### config.mk
export PLATFORM = sky130hd
export DESIGN_NAME = stroke_phase_detector
export DESIGN_NICKNAME = d
export VERILOG_FILES = /design/src/rtl/stroke_phase_detector.sv
export SDC_FILE = /design/constraint.sdc
export NUM_CORES = 1
export LEC_CHECK = 0
export ABC_CLOCK_PERIOD_IN_PS = 6900
export CELL_PAD_IN_SITES_DETAIL_PLACEMENT = 0
export CELL_PAD_IN_SITES_GLOBAL_PLACEMENT = 1
export CORE_AREA = 2 2 109 111
export CTS_CLUSTER_DIAMETER = 40
export DETAILED_ROUTE_END_ITERATION = 10
export DIE_AREA = 0 0 111 113
export PLACE_DENSITY = 0.89
export SLEW_MARGIN = 25
export SYNTH_ARGS = -nofsm -noshare
export SYNTH_HDL_FRONTEND = slang
export SYNTH_SLANG_ARGS = --single-unit
### constraint.sdc
create_clock -name clk -period 6.9 [get_ports clk]
set_input_delay 1.725 -clock clk [delete_from_list [all_inputs] [get_ports clk]]
set_output_delay 1.725 -clock clk [all_outputs]
set_load 0.05 [all_outputs]
### src/rtl/stroke_phase_detector.sv
// Flywheel sensor edge timing and rowing stroke phase classification.
// Emits start_drive / start_recovery pulses from a confirmed acceleration/deceleration streak.
module stroke_phase_detector #(
    parameter int unsigned PERIOD_W   = 32,
    parameter int unsigned MIN_PERIOD = 64,
    parameter int unsigned CONFIRM    = 2,
    parameter int unsigned TIMEOUT    = 50_000_000
) (
    input  logic                clk,
    input  logic                reset,
    input  logic                sensor_in,
    output logic                start_drive,
    output logic                start_recovery,
    output logic [1:0]          phase,
    output logic [PERIOD_W-1:0] period,
    output logic                period_valid,
    output logic [15:0]         stroke_count
);

    typedef enum logic [1:0] {
        IDLE     = 2'b00,
        DRIVE    = 2'b01,
        RECOVERY = 2'b10
    } phase_t;

    localparam logic [PERIOD_W-1:0] MIN_P  = PERIOD_W'(MIN_PERIOD);
    localparam logic [PERIOD_W-1:0] TMO    = PERIOD_W'(TIMEOUT);
    localparam logic [3:0]          CONF   = 4'(CONFIRM);

    phase_t                state, state_n;
    logic                  sync1, sync2, sync3;
    logic                  rise, accept;
    logic [PERIOD_W-1:0]   cnt, cnt_n, period_n;
    logic                  armed, armed_n, have_prev, have_prev_n;
    logic [3:0]            acc, dec, acc_n, dec_n;
    logic                  sd_n, sr_n, pv_n;
    logic [15:0]           sc_n;

    assign rise   = sync2 & ~sync3;
    assign accept = rise && (!armed || cnt >= MIN_P);
    assign phase  = state;

    always_ff @(posedge clk) begin
        if (!reset) begin
            sync1          <= 1'b0;
            sync2          <= 1'b0;
            sync3          <= 1'b0;
            state          <= IDLE;
            cnt            <= '0;
            armed          <= 1'b0;
            have_prev      <= 1'b0;
            acc            <= '0;
            dec            <= '0;
            period         <= '0;
            period_valid   <= 1'b0;
            start_drive    <= 1'b0;
            start_recovery <= 1'b0;
            stroke_count   <= '0;
        end else begin
            sync1          <= sensor_in;
            sync2          <= sync1;
            sync3          <= sync2;
            state          <= state_n;
            cnt            <= cnt_n;
            armed          <= armed_n;
            have_prev      <= have_prev_n;
            acc            <= acc_n;
            dec            <= dec_n;
            period         <= period_n;
            period_valid   <= pv_n;
            start_drive    <= sd_n;
            start_recovery <= sr_n;
            stroke_count   <= sc_n;
        end
    end

    always_comb begin
        state_n     = state;
        cnt_n       = (cnt == '1) ? cnt : cnt + 1'b1;
        armed_n     = armed;
        have_prev_n = have_prev;
        acc_n       = acc;
        dec_n       = dec;
        period_n    = period;
        pv_n        = 1'b0;
        sd_n        = 1'b0;
        sr_n        = 1'b0;
        sc_n        = stroke_count;

        if (accept) begin
            cnt_n = PERIOD_W'(1);
            if (!armed) begin
                armed_n = 1'b1;
            end else begin
                period_n    = cnt;
                pv_n        = 1'b1;
                have_prev_n = 1'b1;
                // The stored period doubles as the previous period; have_prev gates its use.
                if (have_prev) begin
                    if (cnt < period) begin
                        acc_n = (acc == 4'hF) ? acc : acc + 4'd1;
                        dec_n = '0;
                    end else if (cnt > period) begin
                        dec_n = (dec == 4'hF) ? dec : dec + 4'd1;
                        acc_n = '0;
                    end else begin
                        acc_n = '0;
                        dec_n = '0;
                    end
                    case (state)
                        IDLE, RECOVERY: begin
                            if (acc_n >= CONF) begin
                                state_n = DRIVE;
                                sd_n    = 1'b1;
                                sc_n    = stroke_count + 16'd1;
                                acc_n   = '0;
                                dec_n   = '0;
                            end
                        end
                        DRIVE: begin
                            if (dec_n >= CONF) begin
                                state_n = RECOVERY;
                                sr_n    = 1'b1;
                                acc_n   = '0;
                                dec_n   = '0;
                            end
                        end
                        default: state_n = IDLE;
                    endcase
                end
            end
        end else if (armed && cnt >= TMO) begin
            state_n     = IDLE;
            armed_n     = 1'b0;
            have_prev_n = 1'b0;
            acc_n       = '0;
            dec_n       = '0;
        end
    end

endmodule

==> results.yml, run 1 <==
pwr:
  ir_worst_vdd_mv: 0.109
  power.leakage_uw: 0.00257
  power_density_nw_per_um2: 182
critical_path:
  cp-end-kind: "flip-flop"
  arrival_ns: 3.93
  cp-endpoint: "start_drive"
  ff2ff_path_depth: 8
  cp_data_required_time_ns: 7.16
  r2r_end: "acc[1]"
  crit_fanout: 28
  r2r_slack_ns: 3.88
  rr_startpoint: "period[30]"
  start_kind: "input pin"
  path_class: "input pin to flip-flop"
  crit_start: "reset"
timing:
  fin_worst_skew_ns: 0.00677
  worstMarginPinSlew_ns: 0.912
  slew_headroom_pct: 38.9
  report.final.setup_viol: 0
  max_clock_freq_ghz: 0.272
  rsz0062_at_grt: "no"
  fin_crit_ns: 3.67
  drv_slew: 0
  fin_ws_ns: 3.23
  tns_ns: 0
  finalHoldViolations: 0
  min_period_over_period_pct: 53.2
routing:
  wire_per_inst_microns: 14.6
  first_pass_iters: 5
  vias_per_cell: 5.53
  drt_iter0_drc: 193
  num_vias: 4446
  drc: 0
  ant_nets: 0
  routed_wirelength_mm: 11.7
global_route:
  grt_pass1_wl_mm: 20.0
  antenna_found_initial: 0
  grt_pass1_vias: 4209
  gr-total-overflow: 0
  grt_use_total_pct: 19.2
  grt_max_degree: 37
clocking:
  cts_setup_buffers: 0
  cts.htree.levels: 3
  clk_pin_slew_ns: 0.07
  cts_tree: "done"
  cts-buffers-inserted: 9
  cts_hold_buf: 0
  ctsLongestPathBuffers: 2
  cts-resized-gates: 0
  root_buffer: "clkbuf_16"
  numClockSinks: 98
  clock_latency_ns: 0.35
yosys:
  synth_top_family_by_area: "simple AND/OR/NAND/NOR gates"
  synthesis.nets: 649
  synth-edff-count: 0
  synthXorXnorAreaFrac_pct: 5.64
  avgSynthCellArea_sq_um: 8.67
  ys_ff_latch: 98
  yosys.cell_types.count: 65
  synth_fa_ha_area_share_pct: 8.77
  synth_simple_gate_area_share_pct: 26.7
  syn_area_sq_um: 5280
  synth_sequential_area_ratio_pct: 37.2
  yosys_warnings: 0
  ys_async_sr_fraction_pct: 0
  syn_inst: 609
  synth_compound_area_share_pct: 10.1
  synthMuxAreaShare_pct: 6.64
  synth_ff_type: "dfxtp_1"
floorplanning:
  die_x_microns: 111
  die_h_microns: 113
  initial_core_util_pct: 46.8
  die_area_sq_um: 12500
  std_cell_rows: 39
  core_area_sq_um: 11300
  io_pins: 56
hold_path:
  min_path_type: "flip-flop to flip-flop"
finish:
  seqCellArea_sq_um: 1960
  area_growth_pct: 18.5
  multi_input_area_sq_um: 3070
  post-route-util_pct: 55.5
  antenna_cells: 0
  nets: 696
  mostFrequentLayoutCell: "dfxtp_1"
  finalNonFillerCells: 804
  n_fill_cell: 1029
  drive_above_1_share_pct: 6.81
  mostFrequentLayoutCells: "dfxtp_1 (98), nor2_1 (88), clkdlybuf4s50_1 (55)"
run_status:
  status: "completed"
job:
  drv_cap: 0
placed_design:
  io_buffers: 55
  dp_hpwl_mm: 8.42
  dp.cells: 788
  pre_cts_slack_ns: 2.81
  gp_congestion: 0.858
per-layer routing:
metal | global-route usage [%] | routed length (microns) | vias up
li1 | - | - | 2230
met3 | 2.73 | 435 | 20
met2 | 32.6 | 5620 | 105
met4 | 8.25 | 282 | 0
met1 | 24.7 | 5410 | 2091
met5 | 0 | 0 | -
worst max-delay path, cell delays in order:
cell	delay, ns
clkdlybuf4s50_1	0.45
buf_4	0.27
clkinv_1	0.70
buf_4	0.50
nor4_1	0.27
registers in the layout, indices dropped and copies added, names as in the netlist:
signal and count:
period 32, sync2 1, phase 2, sync3 1
stroke_count 16, have_prev 1, cnt 32, start_recovery 1
armed 1, period_valid 1, acc 4, sync1 1
start_drive 1, dec 4
synthesized netlist by cell type (all sizes together) (10+ instances only):
cell type  instances  share of area, %
xor2              25               4.1
clkbuf            14               1.0
inv               42               3.0
nand2             39               2.8
nor4              12               2.0
and2              12               1.4
ha                37               8.8
o21ai             12               1.4
nand4             22               2.9
a21oi             28               2.7
nand2b            10               1.2
nand3             34               3.2
mux2i             35               6.6
nor3              10               1.0
and3              12               1.6
nor2              88               6.3
dfxtp             98                37
power by group:
part | switching, uW | internal (uW) | total, uW | leakage, uW
clock network | 225 | 302 | 527 | 0.000148
registers | 3.23 | 568 | 571 | 0.000790
logic | 28.3 | 13.6 | 41.9 | 0.00163
logic make-up (layout without fill, tap and decap cells):
kind of cell,after synthesis,count (layout)
simple gates,266,266
flops,98,98
compound gates,74,74
buf+inv,65,117
fa+ha+maj,37,37
mux,35,35
xor+xnor,34,34
metrics by stage:
stage	total power, uW	hold slack (ns)	cell area, sq um
after floorplan	616	0.412	5280
after global placement	625	0.418	5930
after detailed placement	627	0.421	5940
after CTS	1150	0.437	6250
after global routing	1180	0.470	6260
final	1140	0.431	6260
how the worst min path moves through the flow:
stage          cells past startpoint  start  slack (ns)     to
2_1_floorplan                      1  sync1        0.41  sync2
3_3_place_gp                       1  sync1        0.42  sync2
3_5_place_dp                       1  sync1        0.42  sync2
4_1_cts                            1  sync1        0.44  sync2
5_1_grt                            1  sync1        0.47  sync2
6_report                           1  sync1        0.43  sync2
final cells by class:
cell class                 instances  share of cell area [%]
clock buffer                      11                    4.04
clock inverter                     5                    1.00
inverter                          43                    2.58
multi-input combinational        446                    49.0
sequential                        98                    31.4
tap                              143                    2.86
timing repair buffer              58                    9.16
Power figures use the tool's default switching activity.
==> run 2: changes to the inputs <==
--- a/config.mk
+++ b/config.mk
@@ -5,14 +5,14 @@
 export SDC_FILE = /design/constraint.sdc
 export NUM_CORES = 1
 export LEC_CHECK = 0
-export ABC_CLOCK_PERIOD_IN_PS = 6900
+export ABC_CLOCK_PERIOD_IN_PS = 3400
 export CELL_PAD_IN_SITES_DETAIL_PLACEMENT = 0
 export CELL_PAD_IN_SITES_GLOBAL_PLACEMENT = 1
-export CORE_AREA = 2 2 109 111
+export CORE_AREA = 2 2 114 116
 export CTS_CLUSTER_DIAMETER = 40
 export DETAILED_ROUTE_END_ITERATION = 10
-export DIE_AREA = 0 0 111 113
-export PLACE_DENSITY = 0.89
+export DIE_AREA = 0 0 116 118
+export PLACE_DENSITY = 0.83
 export SLEW_MARGIN = 25
 export SYNTH_ARGS = -nofsm -noshare
 export SYNTH_HDL_FRONTEND = slang
==> constraint.sdc (replaced) <==
create_clock -name clk -period 3.4 [get_ports clk]
set_input_delay 0.85 -clock clk [delete_from_list [all_inputs] [get_ports clk]]
set_output_delay 0.85 -clock clk [all_outputs]
set_load 0.05 [all_outputs]
==> results.yml, run 2 (synthesis results as in run 1) <==
finish:
  area_growth_pct: 20.3
  finalNonFillerCells: 840
  mostFrequentLayoutCells: "dfxtp_1 (98), nor2_1 (88), clkdlybuf4s50_1 (55)"
  post-route-util_pct: 51.2
  antenna_cells: 0
  n_fill_cell: 1167
  drive_above_1_share_pct: 7.63
  mostFrequentLayoutCell: "dfxtp_1"
  reg_top3: "cnt (32), period (32), stroke_count (16)"
  nets: 703
critical_path:
  arrival_ns: 3.09
  start_kind: "flip-flop"
  cp_data_required_time_ns: 3.65
  ff2ff_path_depth: 9
  cp-end-kind: "flip-flop"
  crit_fanout: 6
  path_class: "flip-flop to flip-flop"
timing:
  report.final.setup_viol: 0
  rsz0062_at_grt: "no"
  fin_worst_skew_ns: 0.00674
  worstMarginPinSlew_ns: 0.833
  min_period_over_period_pct: 83.5
  fin_crit_ns: 2.84
  finalHoldViolations: 0
  tns_ns: 0
  max_clock_freq_ghz: 0.352
  drv_slew: 0
  slew_headroom_pct: 44.2
floorplanning:
  initial_core_util_pct: 42.5
  die_h_microns: 118
  die_area_sq_um: 13700
  die_x_microns: 116
  core_area_sq_um: 12400
  io_pins: 56
  std_cell_rows: 41
hold_path:
  hold_depth: 1
  min_path_type: "flip-flop to flip-flop"
clocking:
  cts-buffers-inserted: 9
  clk_pin_slew_ns: 0.07
  cts_tree: "done"
  cts-resized-gates: 0
  numClockSinks: 98
  root_buffer: "clkbuf_16"
  clock_latency_ns: 0.35
  cts_hold_buf: 0
  ctsLongestPathBuffers: 2
  cts.htree.levels: 3
  cts_setup_buffers: 0
placed_design:
  io_buffers: 55
  dp.cells: 824
  dp_hpwl_mm: 8.71
  gp_congestion: 0.890
pwr:
  power_uw: 2360
  power_density_nw_per_um2: 372
  p_sw_uw: 515
  p_int_uw: 1840
  p_clk_share_pct: 47.0
  p_sw_share_pct: 21.8
  seqPwrFrac_pct: 49.1
  comb_power_share_pct: 3.9
  power.leakage_uw: 0.00261
  ir_worst_vdd_mv: 0.231
global_route:
  grt_max_degree: 28
  grt_pass1_wl_mm: 20.9
  antenna_found_initial: 0
  grt_pass1_vias: 4210
  gr-total-overflow: 0
  grt_use_total_pct: 18.9
routing:
  ant_nets: 0
  first_pass_iters: 4
  vias_per_cell: 5.28
  drc: 0
  routed_wirelength_mm: 12.2
  drt_iter0_drc: 213
  wire_per_inst_microns: 14.6
  num_vias: 4433
job:
  drv_cap: 0
run_status:
  status: "completed"
[run 2: cell count changes in the layout (fill, tap and decap cells not counted), sizes merged]
cell      before  now
buf            3   10
bufinv         1    2
clkbuf        11   10
clkinv         3    5
clkinvlp       2    0
[run 2: worst paths after layout]
kind	startpoint	endpoint	slack (ns)
worst max-delay path	period[30]	dec[1]	0.56
worst min-delay path	sync1	sync2	0.45
worst max register to register	period[30]	dec[1]	0.56
worst min register to register	sync1	sync2	0.45
[run 2: critical path: stages, from the launching register on]
cell	delay (ns)
dfxtp_1	0.36
inv_1	0.05
ha_1	0.30
nand4_1	0.19
or4_1	0.66
or4_4	0.53
and3_4	0.21
o21ai_4	0.08
o31ai_1	0.13
a32o_1	0.22
[run 2: layer usage]
layer  vias up  share of wire, %  GRT usage [%]  wire length (microns)
li1       2254                 -              -                      -
met1      2076                48           25.5                   5890
met2        87                47           29.9                   5760
met3        16               2.9           3.24                    352
met4         0               2.0           7.74                    245
met5         -                 0              0                      0
[run 2: power by group through the flow]
| stage | sequential (uW) | clock (uW) | combinational (uW) |
|---|---|---|---|
| after floorplan | 1180 | 0 | 67.0 |
| after global placement | 1190 | 0 | 89.2 |
| after detailed placement | 1190 | 0 | 90.9 |
| after CTS | 1160 | 1140 | 91.7 |
| after global routing | 1160 | 1180 | 101 |
| final | 1160 | 1110 | 91.3 |
[run 2: per-stage QoR]
stage	setup WS [ns]	area, sq um	hold slack (ns)
global route	0.384	6350	0.489
CTS	0.554	6350	0.462
detailed placement	0.556	6030	0.451
finish	0.560	6350	0.452
floorplan	0.471	5280	0.412
global placement	0.643	6030	0.459
[run 2: final cells by class]
type	instances	area [sq um]	share of cell area, %
Inverter	43	161	2.54
Multi-Input combinational cell	446	3060	48.1
Clock buffer	10	239	3.76
Timing Repair Buffer	65	638	10.0
Clock inverter	6	80.1	1.26
Tap cell	172	215	3.39
Sequential cell	98	1960	30.9
==> run 3: changes to the inputs <==
--- a/config.mk
+++ b/config.mk
@@ -5,7 +5,7 @@
 export SDC_FILE = /design/constraint.sdc
 export NUM_CORES = 1
 export LEC_CHECK = 0
-export ABC_CLOCK_PERIOD_IN_PS = 3400
+export ABC_CLOCK_PERIOD_IN_PS = 2800
 export CELL_PAD_IN_SITES_DETAIL_PLACEMENT = 0
 export CELL_PAD_IN_SITES_GLOBAL_PLACEMENT = 1
 export CORE_AREA = 2 2 114 116
==> constraint.sdc (replaced) <==
create_clock -name clk -period 2.8 [get_ports clk]
set_input_delay 0.7 -clock clk [delete_from_list [all_inputs] [get_ports clk]]
set_output_delay 0.7 -clock clk [all_outputs]
set_load 0.05 [all_outputs]
==> results.yml, run 3 (synthesis results as in run 1) <==
critical_path:
  crit_buf_inv: 1
  path_depth: 9
  cp-end-kind: "flip-flop"
  crit_slowest_cell: "or4_4"
  cpPeakStageDelay_ns: 0.58
  path_class: "flip-flop to flip-flop"
  rr_startpoint: "period[27]"
  crit_top_cell: "or4_4"
  ff2ff_path_depth: 9
  crit_fanout: 6
  cp_data_required_time_ns: 3.05
  start_kind: "flip-flop"
  worst_path_dominant_cell_family: "simple AND/OR/NAND/NOR gates"
  crit_chain: "inv_1 -> ha_1 -> nand4_1 -> or4_4 -> or4_4 -> and3_4 -> o21ai_4 -> o31ai_1 -> a32o_1"
  r2r_end: "dec[1]"
  cp-endpoint: "dec[1]"
  r2r_slack_ns: 0.13
  arrival_ns: 2.92
  crit_start: "period[27]"
routing:
  wire_per_inst_microns: 14.3
  num_vias: 4502
  ant_nets: 0
  vias_per_cell: 5.19
  drt-met1-wl_mm: 5.86
  met3_length_microns: 419
  first_pass_iters: 4
  wl_met2_mm: 6.03
  routed_wirelength_mm: 12.5
  routed.top_layer: "met4"
  drt_iter0_drc: 204
  drc: 0
timing:
  min_period_over_period_pct: 95.5
  finalHoldViolations: 0
  drv_slew: 0
  report.final.setup_viol: 0
  max_clock_freq_ghz: 0.374
  worstMarginPinSlew_ns: 0.661
  fin_crit_ns: 2.67
  slew_headroom_pct: 55.6
  fin_worst_skew_ns: 0.00760
finish:
  mostFrequentLayoutCell: "nor2_1"
  area_growth_pct: 24.5
  nets: 731
  reg_top3: "cnt (32), period (32), stroke_count (16)"
  antenna_cells: 0
  drive_above_1_share_pct: 13.4
  mostFrequentLayoutCells: "nor2_1 (88), dfxtp_1 (84), clkdlybuf4s50_1 (55)"
  finalNonFillerCells: 868
  stdcell_area_sq_um: 6570
global_route:
  grt_max_degree: 25
  grt_use_total_pct: 19.1
  grt_pass1_vias: 4354
  antenna_found_initial: 0
  gr-total-overflow: 0
  grt_pass1_wl_mm: 21.2
placed_design:
  io_buffers: 55
  gp_congestion: 0.835
  dp_hpwl_mm: 9.25
  placed_cell_area_sq_um: 6250
  dp.cells: 852
floorplanning:
  std_cell_rows: 41
  core_area_sq_um: 12400
  io_pins: 56
  die_h_microns: 118
  initial_core_util_pct: 42.5
  die_area_sq_um: 13700
  die_x_microns: 116
clocking:
  cts.htree.levels: 3
  ctsLongestPathBuffers: 2
  clock_latency_ns: 0.36
  numClockSinks: 98
  cts-resized-gates: 0
  cts_setup_buffers: 0
  clk_pin_slew_ns: 0.07
  cts_tree: "done"
  root_buffer: "clkbuf_16"
  cts_hold_buf: 0
  cts-buffers-inserted: 9
run_status:
  status: "completed"
pwr:
  power.leakage_uw: 0.00275
  ir_worst_vdd_mv: 0.260
  power_uw: 2870
  power_density_nw_per_um2: 437
hold_path:
  min_path_type: "flip-flop to flip-flop"
job:
  drv_cap: 0
[run 3: changes by cell type in the layout (fill, tap and decap cells not counted), sizes merged]
cell / change
buf: +28
clkinv: -2
clkbuf: +1
clkinvlp: +1
[run 3: layer usage]
layer | track usage [%] | vias up
met5 | 0 | -
met4 | 5.51 | 0
met3 | 4.07 | 13
met2 | 31.8 | 69
met1 | 24.7 | 2119
li1 | - | 2301
[run 3: worst reg2reg max path, cell delays in order, from the launching register on]
cell,delay [ns]
dfxtp_2,0.34
inv_1,0.05
ha_1,0.30
nand4_1,0.16
or4_4,0.59
or4_4,0.51
and3_4,0.21
o21ai_4,0.08
o31ai_1,0.12
a32o_1,0.21
[run 3: worst min-delay path by stage]
stage / startpoint / endpoint / depth (start not counted)
2_1_floorplan: sync1 / sync2 / 1
3_3_place_gp: sync1 / sync2 / 1
3_5_place_dp: sync1 / sync2 / 1
4_1_cts: sync1 / sync2 / 1
5_1_grt: sync1 / sync2 / 1
6_report: sync1 / sync2 / 1
[run 3: area by class of cell]
| type | instances | area, sq um |
|---|---|---|
| Fill cell | 1175 | 5840 |
| Tap cell | 172 | 215 |
| Clock buffer | 11 | 243 |
| Multi-Input combinational cell | 446 | 3060 |
| Sequential cell | 98 | 1980 |
| Timing Repair Buffer | 93 | 836 |
| Clock inverter | 5 | 77.6 |
| Inverter | 43 | 161 |
[run 3: through the flow]
step / hold slack (ns) / setup TNS (ns) / setup WS, ns / utilization (%)
floorplan: 0.412 / -0.0000824 / -0.0000824 / -
global placement: 0.429 / 0 / 0.137 / 50.3
detailed placement: 0.420 / 0 / 0.0835 / 50.3
CTS: 0.439 / 0 / 0.0720 / 52.9
global route: 0.442 / -0.00881 / -0.00881 / 52.9
finish: 0.435 / 0 / 0.125 / 52.9
[run 3: report_power, final]
group / total [uW] / switching, uW / leakage, uW / internal, uW
sequential: 1410 / 7.91 / 0.000797 / 1400
combinational: 114 / 71.6 / 0.00180 / 42.5
clock: 1350 / 549 / 0.000156 / 805
